==> config.mk <==
export PLATFORM = sky130hd
export DESIGN_NAME = eth_rx_pix_packer_flat
export DESIGN_NICKNAME = d
export VERILOG_FILES = /design/src/rtl/eth_hdmi_pkg.sv /design/src/rtl/eth_rx_pix_packer_if.sv /design/src/rtl/eth_rx_pix_packer.sv /design/src/flat_wrapper.sv
export SDC_FILE = /design/constraint.sdc
export NUM_CORES = 1
export LEC_CHECK = 0
export CORE_ASPECT_RATIO = 0.5
export CORE_MARGIN = 2
export CORE_UTILIZATION = 32
export CTS_CLUSTER_DIAMETER = 150
export DETAILED_ROUTE_END_ITERATION = 6
export SLEW_MARGIN = 20
export SYNTH_ARGS = -nofsm -noshare
export SYNTH_HDL_FRONTEND = slang
export SYNTH_SLANG_ARGS = --single-unit
==> constraint.sdc <==
create_clock -name clk_ref -period 3.1 [get_ports clk_ref]
set_input_delay 0.31 -clock clk_ref [delete_from_list [all_inputs] [get_ports clk_ref]]
set_output_delay 0.31 -clock clk_ref [all_outputs]
set_load 0.01 [all_outputs]
==> src/rtl/eth_hdmi_pkg.sv <==
// Shared definitions for the Ethernet-to-HDMI line RAM path: RAM geometry,
// packet header field positions and the receive-packer state encoding.
package eth_hdmi_pkg;

  localparam int ETH_RAM_AW    = 13;
  localparam int ETH_RAM_DEPTH = 8192;

  localparam int HDR_FS_BIT   = 15;
  localparam int HDR_ADDR_MSB = 12;

  typedef enum logic [2:0] {
    IDLE,
    HDR_LO,
    DATA_HI,
    DATA_LO,
    DROP
  } rx_state_e;

  // Start address carried in the header: high-byte address bits above the low header byte.
  function automatic logic [HDR_ADDR_MSB:0] hdr_addr(input logic [HDR_ADDR_MSB-8:0] ahi,
                                                     input logic [7:0]              lo);
    return {ahi, lo};
  endfunction

endpackage

==> src/rtl/eth_rx_pix_packer_if.sv <==
// Byte-stream input and RAM write-port output of the receive pixel packer.
// master = stream source / RAM side, slave = the packer itself.
interface eth_rx_pix_packer_if #(
  parameter int ADDR_W = eth_hdmi_pkg::ETH_RAM_AW
);
  logic              rec_en;
  logic [7:0]        rec_data;
  logic              rec_pkt_start;
  logic              rec_pkt_done;
  logic [ADDR_W-1:0] des_addr;
  logic [15:0]       des_data;
  logic              eth_wr_ram_en;
  logic              frame_start;
  logic              pkt_err;
  logic [15:0]       pkt_cnt;

  modport master (
    output rec_en, rec_data, rec_pkt_start, rec_pkt_done,
    input  des_addr, des_data, eth_wr_ram_en, frame_start, pkt_err, pkt_cnt
  );

  modport slave (
    input  rec_en, rec_data, rec_pkt_start, rec_pkt_done,
    output des_addr, des_data, eth_wr_ram_en, frame_start, pkt_err, pkt_cnt
  );
endinterface

==> src/rtl/eth_rx_pix_packer.sv <==
// Packs UDP payload bytes (2-byte header, then hi/lo pixel bytes) into RGB565
// words and drives the line RAM write port one cycle after each low byte.
module eth_rx_pix_packer
  import eth_hdmi_pkg::*;
#(
  parameter int ADDR_W    = ETH_RAM_AW,
  parameter int DEPTH     = ETH_RAM_DEPTH,
  parameter int MAX_WORDS = 4096
) (
  input logic              clk_ref,
  input logic              sys_rst,
  eth_rx_pix_packer_if.slave bus
);

  localparam int WC_W = $clog2(MAX_WORDS + 1);

  rx_state_e                 state_q, state_d, state_b;
  logic                      hdr_fs_q, hdr_fs_d;
  logic [HDR_ADDR_MSB-8:0]   hdr_ahi_q, hdr_ahi_d;
  logic [7:0]                hi_q, hi_d, hi_b;
  logic [ADDR_W-1:0]         addr_q, addr_d, addr_b;
  logic [WC_W-1:0]           wcnt_q, wcnt_d;
  logic [ADDR_W-1:0]         des_addr_q, des_addr_d;
  logic [15:0]               des_data_q, des_data_d;
  logic                      wr_en_q, wr_en_d;
  logic                      frame_start_q, frame_start_d;
  logic                      pkt_err_q, pkt_err_d;
  logic [15:0]               pkt_cnt_q, pkt_cnt_d;

  function automatic logic [ADDR_W-1:0] addr_next(input logic [ADDR_W-1:0] a);
    return (a == ADDR_W'(DEPTH - 1)) ? '0 : a + ADDR_W'(1);
  endfunction

  always_comb begin
    state_b       = state_q;
    hdr_fs_d      = hdr_fs_q;
    hdr_ahi_d     = hdr_ahi_q;
    hi_b          = hi_q;
    addr_b        = addr_q;
    wcnt_d        = wcnt_q;
    des_addr_d    = des_addr_q;
    des_data_d    = des_data_q;
    wr_en_d       = 1'b0;
    frame_start_d = 1'b0;
    pkt_err_d     = 1'b0;
    pkt_cnt_d     = pkt_cnt_q;

    // The incoming byte is consumed first; the done rule then sees the resulting state.
    if (bus.rec_en) begin
      if (bus.rec_pkt_start) begin
        state_b   = HDR_LO;
        hdr_fs_d  = bus.rec_data[HDR_FS_BIT-8];
        hdr_ahi_d = bus.rec_data[HDR_ADDR_MSB-8:0];
      end else begin
        case (state_q)
          HDR_LO: begin
            addr_b        = ADDR_W'(hdr_addr(hdr_ahi_q, bus.rec_data));
            frame_start_d = hdr_fs_q;
            wcnt_d        = '0;
            state_b       = DATA_HI;
          end
          DATA_HI: begin
            if (wcnt_q == WC_W'(MAX_WORDS)) begin
              pkt_err_d = 1'b1;
              state_b   = DROP;
            end else begin
              hi_b    = bus.rec_data;
              state_b = DATA_LO;
            end
          end
          DATA_LO: begin
            des_addr_d = addr_q;
            des_data_d = {hi_q, bus.rec_data};
            wr_en_d    = 1'b1;
            addr_b     = addr_next(addr_q);
            wcnt_d     = wcnt_q + WC_W'(1);
            state_b    = DATA_HI;
          end
          default: ;
        endcase
      end
    end

    if (bus.rec_pkt_done) begin
      case (state_b)
        DATA_HI: pkt_cnt_d = pkt_cnt_q + 16'd1;
        DATA_LO: begin
          // Odd byte count: flush the dangling high byte padded with zero.
          des_addr_d = addr_b;
          des_data_d = {hi_b, 8'h00};
          wr_en_d    = 1'b1;
          pkt_err_d  = 1'b1;
        end
        IDLE, HDR_LO: pkt_err_d = 1'b1;
        default: ;
      endcase
      state_b = IDLE;
    end

    state_d = state_b;
    hi_d    = hi_b;
    addr_d  = addr_b;
  end

  always_ff @(posedge clk_ref or posedge sys_rst) begin
    if (sys_rst) begin
      state_q       <= IDLE;
      hdr_fs_q      <= 1'b0;
      hdr_ahi_q     <= '0;
      hi_q          <= '0;
      addr_q        <= '0;
      wcnt_q        <= '0;
      des_addr_q    <= '0;
      des_data_q    <= '0;
      wr_en_q       <= 1'b0;
      frame_start_q <= 1'b0;
      pkt_err_q     <= 1'b0;
      pkt_cnt_q     <= '0;
    end else begin
      state_q       <= state_d;
      hdr_fs_q      <= hdr_fs_d;
      hdr_ahi_q     <= hdr_ahi_d;
      hi_q          <= hi_d;
      addr_q        <= addr_d;
      wcnt_q        <= wcnt_d;
      des_addr_q    <= des_addr_d;
      des_data_q    <= des_data_d;
      wr_en_q       <= wr_en_d;
      frame_start_q <= frame_start_d;
      pkt_err_q     <= pkt_err_d;
      pkt_cnt_q     <= pkt_cnt_d;
    end
  end

  assign bus.des_addr      = des_addr_q;
  assign bus.des_data      = des_data_q;
  assign bus.eth_wr_ram_en = wr_en_q;
  assign bus.frame_start   = frame_start_q;
  assign bus.pkt_err       = pkt_err_q;
  assign bus.pkt_cnt       = pkt_cnt_q;

endmodule
==> src/flat_wrapper.sv <==
// flat-port wrapper written by rule: the top's interface ports become plain ports
module eth_rx_pix_packer_flat import eth_hdmi_pkg::*;
#(
  parameter int ADDR_W    = ETH_RAM_AW,
  parameter int DEPTH     = ETH_RAM_DEPTH,
  parameter int MAX_WORDS = 4096
)
  (clk_ref, sys_rst, bus_rec_en, bus_rec_data, bus_rec_pkt_start, bus_rec_pkt_done, bus_des_addr, bus_des_data, bus_eth_wr_ram_en, bus_frame_start, bus_pkt_err, bus_pkt_cnt);
  eth_rx_pix_packer_if #(.ADDR_W(ADDR_W)) bus_i ();
  input logic clk_ref;
  input logic sys_rst;
  input wire logic [$bits(bus_i.rec_en)-1:0] bus_rec_en;
  input wire logic [$bits(bus_i.rec_data)-1:0] bus_rec_data;
  input wire logic [$bits(bus_i.rec_pkt_start)-1:0] bus_rec_pkt_start;
  input wire logic [$bits(bus_i.rec_pkt_done)-1:0] bus_rec_pkt_done;
  output wire logic [$bits(bus_i.des_addr)-1:0] bus_des_addr;
  output wire logic [$bits(bus_i.des_data)-1:0] bus_des_data;
  output wire logic [$bits(bus_i.eth_wr_ram_en)-1:0] bus_eth_wr_ram_en;
  output wire logic [$bits(bus_i.frame_start)-1:0] bus_frame_start;
  output wire logic [$bits(bus_i.pkt_err)-1:0] bus_pkt_err;
  output wire logic [$bits(bus_i.pkt_cnt)-1:0] bus_pkt_cnt;
  assign bus_i.rec_en = bus_rec_en;
  assign bus_i.rec_data = bus_rec_data;
  assign bus_i.rec_pkt_start = bus_rec_pkt_start;
  assign bus_i.rec_pkt_done = bus_rec_pkt_done;
  assign bus_des_addr = bus_i.des_addr;
  assign bus_des_data = bus_i.des_data;
  assign bus_eth_wr_ram_en = bus_i.eth_wr_ram_en;
  assign bus_frame_start = bus_i.frame_start;
  assign bus_pkt_err = bus_i.pkt_err;
  assign bus_pkt_cnt = bus_i.pkt_cnt;
  eth_rx_pix_packer #(.ADDR_W(ADDR_W), .DEPTH(DEPTH), .MAX_WORDS(MAX_WORDS)) u_core (.clk_ref(clk_ref), .sys_rst(sys_rst), .bus(bus_i));
endmodule
# == After elaboration in Yosys (flattened, before gate mapping) ==
# Index checks and enable logic that the tools add are counted.
# totals
reg_bits,91
latchBits,0
ram_bits,0
mem_bits_ro,0
input_bits,13
output_inout_bits,48
word_cells,69
memories,0
# classes
add_sub_neg,3
mul,0
div_mod_pow,0
magnitude_cmp,0
n_eq_ne,8
n_shift,0
mux,38
n_bitwise,1
reduce_logical,7
# ops
cell,n
13-bit two-way mux,8
16-bit two-way mux,5
13-bit case mux with 2 select lines,2
8-bit two-way mux,4
"13-bit by 1-bit adder with 13-bit output, second input constant",2
"13-bit equality test, second input constant",2
"16-bit by 1-bit adder with 16-bit output, second input constant",1
1-bit two-way mux,14
"3-bit by 2-bit equality test with 1-bit output, second input constant",4
3-bit two-way mux,4
"3-bit by 1-bit equality test with 1-bit output, second input constant",2
3-bit case mux with 2 select lines,1
2-bit AND reduction,2
3-bit zero test,1
3-bit AND reduction,1
3-bit OR reduction,1
2-bit nonzero test,1
2-bit OR reduction,1
1-bit inverter,1

# == Depth between registers and ports, before layout ==
# Gate-level depths: netlist of the first run.
# logic_depth
word_depth,9
ltp_mapped,9
depth_no_buf,7

# == Worst setup path before layout of the first run ==
# Ideal clock, no wire load.
# synth_timing
path_kind,register to register
start,register u_core.wcnt_q[0]
end,"register u_core.des_data_q[10], in the netlist u_core.bus.des_data[10]"
setup_time_ps,119
arrival_time_ps,1746
slack_ps,1235
path_stages_with_launch,9
n_path_buf,1
synth_period_minus_slack_ps,1865
path_cell_list,dfrtp_1 -> inv_1 -> ha_1 -> nor4bb_1 -> and3_1 -> a221oi_2 -> buf_4 -> o21ai_2 -> o21a_1
# synth_via
elab_chain_len,8
# synth_rtl
item,line,text
"start, declared",eth_rx_pix_packer.sv:22,"logic [WC_W-1:0] wcnt_q, wcnt_d;"
"start signal, assigned",eth_rx_pix_packer.sv:125,wcnt_q <= wcnt_d;
13-bit equality test *,eth_rx_pix_packer.sv:63,if (wcnt_q == WC_W'(MAX_WORDS)) begin
3-bit two-way mux,eth_rx_pix_packer.sv:63,
3-bit case mux with 2 select lines,eth_rx_pix_packer.sv:55,case (state_q)
3-bit two-way mux,eth_rx_pix_packer.sv:50,if (bus.rec_pkt_start) begin
3-bit two-way mux,eth_rx_pix_packer.sv:49,if (bus.rec_en) begin
3-bit by 2-bit equality test with 1-bit output,eth_rx_pix_packer.sv:85,case (state_b)
16-bit two-way mux *,eth_rx_pix_packer.sv:85,
16-bit two-way mux *,eth_rx_pix_packer.sv:84,if (bus.rec_pkt_done) begin
named net u_core.des_data_d[10],eth_rx_pix_packer.sv:24,"logic [15:0] des_data_q, des_data_d;"
"end signal, assigned",eth_rx_pix_packer.sv:127,des_data_q <= des_data_d;
"end, declared",eth_rx_pix_packer.sv:24,
# Mark *: on every way through the listed nets, which the timed path passes. The rest lies on a longest branch.
# A chain may end at the register's enable or synchronous reset.

# == Final worst setup path of the first run ==
# layout_timing
start,register u_core.wcnt_q[0]
end,"register u_core.des_addr_q[8], in the netlist u_core.bus.des_addr[8]"
# layout_via
elab_chain_len,8
# layout_rtl
item,line,text
13-bit equality test,eth_rx_pix_packer.sv:63,
3-bit two-way mux,eth_rx_pix_packer.sv:63,
3-bit case mux with 2 select lines,eth_rx_pix_packer.sv:55,
3-bit two-way mux,eth_rx_pix_packer.sv:50,
3-bit two-way mux,eth_rx_pix_packer.sv:49,
3-bit by 2-bit equality test with 1-bit output,eth_rx_pix_packer.sv:85,
13-bit two-way mux,eth_rx_pix_packer.sv:85,
13-bit two-way mux,eth_rx_pix_packer.sv:84,
named net u_core.des_addr_d[8],eth_rx_pix_packer.sv:23,"logic [ADDR_W-1:0] des_addr_q, des_addr_d;"
"end signal, assigned",eth_rx_pix_packer.sv:126,des_addr_q <= des_addr_d;
"end, declared",eth_rx_pix_packer.sv:23,
# The timed path passes the listed nets, and every way through them passes these cells.

==> metrics.txt, run 1 <==
status=finished clean; Reg2Reg Setup Slack=730 ps; P_leak=0.00239 uW; Area Growth Syn to Fin=25.3%; syn_area_per_cell=10.2 um2; register area share after synthesis=0.510; max-slew violations=0; remaining antenna violation count=0; nature of the critical path startpoint=register; synthesized cell area=0.00446 mm2; I/O Pins=61; Worst R2R End=u_core.bus.des_addr[8]; CP Max Fanout=25; clock latency on the worst-skew pair=340 ps; share of cells above drive strength 1=0.110; TritonCTS clock tree=done; R2R depth=8; Post-synth top flop=dfrtp_1; RSZ-0062 raised after global routing=no; slew margin rel.=0.578; Post-Syn Instances=437; initial antenna violation count=0; Vias=3,447; WL/cell=15.4 um; crit end category=register; drt first pass iters=4; Setup CP Type=register to register; Residual DRC=0; Reg clk slew, reported paths=70 ps; WP data required=3330 ps; Synth async-reset ratio=1.00; EDFF count, synth=0; Resized cells post-CTS=0; fillcell total=1,363; Max VDD drop=0.000304 V; WL final=10.6 mm; Die Wd=171 um; Final Hold Fails=0; Yosys warnings=0; I/O Buffers=60; effective utilization at floorplan=0.328; Die Y=87.5 um; commonest non-fill, non-tap cells in the layout=dfrtp_1, clkdlybuf4s50_1, nand2_1; Met2 Wirelength=4.97 mm; root cell of the clock tree=clkbuf_16; vias in the first global route=3,373; Worst R2R Start=u_core.wcnt_q[0]; final setup fails=0; clk sink count=91; Setup Buffers After CTS=0; final HPWL from detailed placement=7.29 mm; largest net degree at the start of global routing=67; Slew @ Worst Pin=634 ps; Antenna diodes=0; DR iter-0 viols=187; CTS H-tree lvls=3; Max Cap Violations=0; total global-route track usage=0.151; vias per cell=5.00; Setup Skew=11.2 ps; Synth Register Bits=91; DR WL met3=364 um; CTS buffer count=9; Row Count=30; most common cell after layout, fill and taps aside=dfrtp_1; WP data arrival=2590 ps; total grt overflow=0; Final GP Congestion=0.814; Pwr Total=3440 uW; uppermost layer routed=met4; total negative slack=0 ps; global-route wire length before repair=17.6 mm; Final period util=0.763; crit path time final=2370 ps; Max clock buf depth=2; power density over the cells=615 mW/mm2; Final Net Count=511; Die Area=0.0150 mm2; synth unique cells=59; M1 wire length=5.20 mm; hold crit path type=primary input to async pin; Peak Freq=423 MHz; core region area=0.0136 mm2; Mapped Nets=454; Post-CTS Hold Buffers=0
==> worst max path at each step <==
stage / slack [ps] / to / cells after the start / startpoint
2_1_floorplan: 430 / u_core.addr_q[0] / 1 / sys_rst
3_3_place_gp: 550 / u_core.bus.des_addr[10] / 7 / bus_rec_pkt_start
3_5_place_dp: 510 / u_core.bus.des_addr[8] / 7 / bus_rec_pkt_start
4_1_cts: 720 / u_core.bus.des_addr[8] / 8 / u_core.wcnt_q[0]
5_1_grt: 540 / u_core.bus.des_data[14] / 8 / u_core.wcnt_q[0]
6_report: 730 / u_core.bus.des_addr[8] / 8 / u_core.wcnt_q[0]
==> final cells by class <==
class / count / area, um2 / area share
Sequential cell: 91 / 2280 / 0.407
Multi-Input combinational cell: 313 / 2040 / 0.365
Timing Repair Buffer: 71 / 696 / 0.124
Tap cell: 192 / 240 / 0.0430
Clock buffer: 10 / 239 / 0.0427
Clock inverter: 5 / 67.6 / 0.0121
Inverter: 8 / 31.3 / 0.00560
==> per-stage QoR <==
stage                     utilization  hold slack, ps  std cells  worst slack [ps]  instance area, um2
final                           0.411             293        690               734                5590
after global routing            0.411             344        690               542                5590
after floorplan                     -             383        437               426                4460
after detailed placement        0.389             479        675               512                5280
after global placement          0.389             461        675               549                5280
after CTS                       0.411             312        690               717                5590
==> cell families (layout without fill, tap and decap cells) <==
group / after synthesis / after routing / share of synthesized area
adders and majority gates: 4 / 4 / 0.0112
muxes: 21 / 21 / 0.0519
and+or+nand+nor: 167 / 167 / 0.199
AOI/OAI and AO/OA: 99 / 99 / 0.149
buffers and inverters: 33 / 94 / 0.0353
DFF: 91 / 91 / 0.510
xor gates and xnor gates: 22 / 22 / 0.0432
==> registers in the layout (all words and copies together), names as in the netlist, 3 cells and up <==
signal,count
u_core.bus.des_data,16
u_core.bus.pkt_cnt,16
u_core.addr_q,13
u_core.bus.des_addr,13
u_core.wcnt_q,13
u_core.hi_q,8
u_core.hdr_ahi_q,5
u_core.state_q,3
==> synthesized netlist by cell type, drive strengths merged (4+ instances only) <==
library cell | instances | area share
dfrtp | 91 | 0.51
buf | 20 | 0.024
nor2b | 5 | 0.0070
a21oi | 31 | 0.037
o22ai | 4 | 0.0056
nor3b | 6 | 0.010
mux2 | 17 | 0.043
clkbuf | 5 | 0.0042
o21ai | 19 | 0.022
nor2 | 18 | 0.015
and3 | 16 | 0.022
mux2i | 4 | 0.0090
nor3 | 7 | 0.0090
nand2b | 6 | 0.0084
o32a | 8 | 0.018
inv | 8 | 0.0067
and4 | 5 | 0.010
a21o | 6 | 0.010
and2 | 6 | 0.0084
xor2 | 6 | 0.012
nand2 | 56 | 0.048
nand3 | 19 | 0.021
a211oi | 6 | 0.010
ha | 4 | 0.011
nor4 | 4 | 0.0056
nand4 | 10 | 0.015
o21a | 10 | 0.017
xnor2 | 16 | 0.031
==> critical path, stage by stage, from the launching register on <==
cell and delay [ps]:
dfrtp_1 420, inv_1 60, ha_1 190, nor4bb_1 130, and3_1 240, a221oi_4 590
buf_4 380, a21oi_1 70, a21o_1 160
==> metal layers <==
metal,GRT usage,vias to the layer above
met4,0.0385,0
met2,0.246,60
met5,0,-
met1,0.206,1687
met3,0.0373,8
li1,-,1692
==> report_power, final <==
group / switching, uW / internal (uW)
Clock: 485 / 658
Combinational: 307 / 412
Sequential: 192 / 1390
Total: 984 / 2460
Power figures use the tool's default switching activity.
==> run 2, diff against run 1 <==
==> constraint.sdc (replaced) <==
create_clock -name clk_ref -period 2.1 [get_ports clk_ref]
set_input_delay 0.21 -clock clk_ref [delete_from_list [all_inputs] [get_ports clk_ref]]
set_output_delay 0.21 -clock clk_ref [all_outputs]
set_load 0.01 [all_outputs]
==> metrics.txt, run 2 (synthesis gave the netlist of run 1 again) <==
status=finished clean; Final period util=0.945; effective utilization at floorplan=0.328; Peak Freq=504 MHz; vias per cell=4.94; Critical Path End=u_core.bus.des_data[11]; Area Growth Syn to Fin=32.4%; P_leak=0.00257 uW; FF/Latch Area=0.00228 mm2; Reg clk slew, reported paths=70 ps; Max Cap Violations=0; WP data arrival=2220 ps; crit path setup slack, layout=116 ps; cells along the critical path=inv_1 > ha_1 > nor4bb_2 > and3_4 > a221oi_4 > buf_4 > buf_12 > o32a_1 > o21a_1; power share of the clock group=0.308; total grt overflow=0; CP Max Fanout=9; final setup fails=0; combinational share of power=0.221; crit end category=register; Setup CP Type=register to register; WL/cell=15.2 um; clock latency on the worst-skew pair=340 ps; commonest non-fill, non-tap cells in the layout=dfrtp_1, clkdlybuf4s50_1, nand2_1; Row Count=30; Place WS=-6.54 ps; Slew @ Worst Pin=395 ps; total negative slack=0 ps; core region area=0.0136 mm2; Final GP Congestion=0.812; Cells after DPL=709; largest net degree at the start of global routing=39; WL final=11.0 mm; Die Area=0.0150 mm2; CTS H-tree lvls=3; global-route wire length before repair=18.3 mm; total global-route track usage=0.156; Max VDD drop=0.000337 V; Final Hold Fails=0; Critical Path Max Stage Delay=380 ps; R2R depth=9; final non-filler cell total=724; Final Net Count=545; area taken by multi-input logic gates=0.00206 mm2; Die Wd=171 um; CTS buffer count=9; clk sink count=91; Power Internal=3520 uW; final core occ=0.435; root cell of the clock tree=clkbuf_16; Flop pwr share=0.470; WP data required=2330 ps; Psw=1430 uW; hold crit path type=primary input to async pin; Max clock buf depth=2; Vias=3,577; switching share of power=0.289; max-slew violations=0; Antenna diodes=0; final hold slack=180 ps; slew margin rel.=0.735; Residual DRC=0; Worst R2R Start=u_core.wcnt_q[1]; Setup Skew=12.7 ps; I/O Buffers=60; remaining antenna violation count=0; power density over the cells=837 mW/mm2; most common cell after layout, fill and taps aside=dfrtp_1; Setup Buffers After CTS=0; crit path buf inv count=3; critical path launch point=u_core.wcnt_q[1]; final HPWL from detailed placement=7.86 mm; Reg2Reg Setup Slack=120 ps; TritonCTS clock tree=done; vias in the first global route=3,499; DR iter-0 viols=271; fillcell total=1,312; drt first pass iters=4; Worst R2R End=u_core.bus.des_data[11]; I/O Pins=61; Top delay family on crit path=simple AND/OR/NAND/NOR gates; initial antenna violation count=0; share of cells above drive strength 1=0.173; nature of the critical path startpoint=register; crit path max-delay cell type=dfrtp_1; Crit path depth=9; crit path time final=1980 ps; Die Y=87.5 um
run 2: cell types whose count changed in the layout (fill, tap and decap cells not counted), sizes merged:
cell | previous run | this run
inv | 11 | 8
bufinv | 1 | 0
clkinvlp | 0 | 1
buf | 11 | 45
clkinv | 1 | 4
run 2: through the flow:
step | cell area [um2] | total power, uW
2_1_floorplan | 4470 | 2900
6_report | 5910 | 4940
3_3_place_gp | 5600 | 3430
3_5_place_dp | 5600 | 3460
4_1_cts | 5880 | 5000
5_1_grt | 5910 | 5230
run 2: worst min-delay path by stage:
| stage | start | endpoint | slack, ps | cells after the start |
|---|---|---|---|---|
| after floorplan | bus_rec_pkt_done | u_core.state_q[0] | 280 | 1 |
| after global placement | u_core.bus.pkt_cnt[15] | u_core.bus.pkt_cnt[15] | 460 | 1 |
| after detailed placement | u_core.bus.pkt_cnt[15] | u_core.bus.pkt_cnt[15] | 460 | 1 |
| after CTS | sys_rst | u_core.state_q[2] | 180 | 2 |
| after global routing | sys_rst | u_core.state_q[2] | 200 | 2 |
| final | sys_rst | u_core.state_q[2] | 180 | 2 |
run 2: per-layer routing:
layer / vias up / global-route usage / part of all wire / wire [um]
li1: 1757 / - / - / -
met1: 1763 / 0.221 / 0.49 / 5360
met2: 51 / 0.245 / 0.47 / 5180
met3: 6 / 0.0345 / 0.033 / 359
met4: 0 / 0.0401 / 0.0082 / 90
met5: - / 0 / 0 / 0
run 2: timing repair:
action | 4_1_cts | 5_1_grt
hold buffers | 0 | 0
endpoints found under the setup margin | 0 | 8
gates resized for setup | 0 | 5
run 2: final cells by class:
type                            instances  share of cell area
Clock inverter                          5             0.00657
Tap cell                              192              0.0407
Multi-Input combinational cell        313               0.350
Inverter                                8             0.00572
Clock buffer                           10              0.0405
Timing Repair Buffer                  105               0.172
Sequential cell                        91               0.386
run 2: power groups by stage:
stage,Sequential (uW),Combinational [uW],Clock (uW)
final,2330,1100,1520
after floorplan,2340,556,0
after detailed placement,2350,1100,0
after global placement,2350,1090,0
after global routing,2370,1210,1660
after CTS,2320,1110,1570
==> run 3, diff against run 2 <==
--- a/config.mk
+++ b/config.mk
@@ -5,9 +5,10 @@
 export SDC_FILE = /design/constraint.sdc
 export NUM_CORES = 1
 export LEC_CHECK = 0
-export CORE_ASPECT_RATIO = 0.5
+export CORE_ASPECT_RATIO = 1.25
 export CORE_MARGIN = 2
 export CORE_UTILIZATION = 32
+export CTS_BUF_LIST = sky130_fd_sc_hd__clkbuf_16
 export CTS_CLUSTER_DIAMETER = 150
 export DETAILED_ROUTE_END_ITERATION = 6
 export SLEW_MARGIN = 20
==> metrics.txt, run 3 (synthesis gave the netlist of run 1 again) <==
Final period util=0.919; crit end category=register; drt first pass iters=4; root cell of the clock tree=clkbuf_16; Vias=3,674; crit path buf inv count=2; WP data arrival=2160 ps; crit path time final=1930 ps; Setup Skew=8.69 ps; Area Growth Syn to Fin=30.7%; vias in the first global route=3,565; hold crit path type=primary input to async pin; I/O Buffers=60; met2 usage=0.281; CTS H-tree lvls=3; Die Wd=110 um; crit path setup slack, layout=170 ps; GR Util met3=0.0316; Antenna diodes=0; R2R depth=8; Residual DRC=0; Setup Buffers After CTS=0; met1 usage=0.191; Setup CP Type=register to register; RSZ-0062 raised after global routing=no; Final GP Congestion=0.777; final HPWL from detailed placement=8.21 mm; P_leak=0.00252 uW; Final Hold Fails=0; crit path max-delay cell type=dfrtp_1; Crit path depth=8; Die Y=136 um; final non-filler cell total=699; Critical Path Max Stage Delay=380 ps; core region area=0.0137 mm2; clk sink count=91; cells along the critical path=inv_1 > ha_1 > nor4bb_2 > and3_2 > a221oi_4 > buf_4 > o32a_1 > o21a_1; Place WS=-63.9 ps; total global-route track usage=0.157; nature of the critical path startpoint=register; Slew @ Worst Pin=422 ps; WL final=11.2 mm; commonest non-fill, non-tap cells in the layout=dfrtp_1, clkdlybuf4s50_1, nand2_1; Row Count=48; most common cell after layout, fill and taps aside=dfrtp_1; DR iter-0 viols=167; Top delay family on crit path=simple AND/OR/NAND/NOR gates; effective utilization at floorplan=0.326; fillcell total=1,339; share of cells above drive strength 1=0.158; Max VDD drop=0.000289 V; grt peak-use layer=met2; Max Cap Violations=0; largest net degree at the start of global routing=34; max-slew violations=0; slew margin rel.=0.719; total grt overflow=0; CP Max Fanout=18; I/O Pins=61; status=finished clean; clock latency on the worst-skew pair=350 ps; power density over the cells=883 mW/mm2; remaining antenna violation count=0; TritonCTS clock tree=done; Max clock buf depth=2; global-route wire length before repair=18.2 mm; Die Area=0.0149 mm2; WP data required=2330 ps; initial antenna violation count=0; final setup fails=0; Post-CTS Hold Buffers=0; Final Net Count=537; Peak Freq=518 MHz; CTS buffer count=9; WL/cell=16.0 um; Reg clk slew, reported paths=60 ps; Cells after DPL=684; vias per cell=5.26
-- run 3: final timing paths --
kind	start	end	slack, ps
max in group asynchronous	sys_rst	u_core.bus.des_data[7]	1410
min	sys_rst	u_core.bus.pkt_err	170
max reg2reg	u_core.wcnt_q[1]	u_core.bus.des_data[14]	170
min reg2reg	u_core.bus.pkt_cnt[15]	u_core.bus.pkt_cnt[15]	470
max	u_core.wcnt_q[1]	u_core.bus.des_data[14]	170
min in group clk_ref	u_core.bus.pkt_cnt[15]	u_core.bus.pkt_cnt[15]	470
-- run 3: stage by stage --
step	util	instance area [um2]	hold slack, ps	total power (uW)	TNS, ps
2_1_floorplan	-	4470	283	2900	0
3_3_place_gp	0.402	5510	458	3440	-184
3_5_place_dp	0.402	5510	457	3470	-689
4_1_cts	0.426	5830	173	5210	0
5_1_grt	0.426	5830	178	5410	0
6_report	0.426	5830	168	5150	0
-- run 3: timing repair --
action | 4_1_cts | 5_1_grt
endpoints found under the setup margin | 0 | 10
hold endpoints to repair | 0 | 0
resized for setup | 0 | 2
-- run 3: area by class of cell --
cell class,count,area [um2],share of cell area
Clock buffer,9,225,0.0386
Clock inverter,6,91.3,0.0157
Inverter,8,33.8,0.00579
Multi-Input combinational cell,313,2050,0.351
Sequential cell,91,2280,0.390
Tap cell,175,219,0.0375
Timing Repair Buffer,97,941,0.161
-- run 3: report_power, final --
group	total, uW	switching, uW	leakage [uW]	internal, uW
clock network	1720	683	0.000144	1040
logic	1100	470	0.00118	630
registers	2330	285	0.00120	2050
-- run 3: per-layer routing --
layer / wire length [um] / vias up
li1: - / 1735
met4: 131 / 0
met1: 4700 / 1850
met3: 353 / 11
met5: 0 / -
met2: 6010 / 78
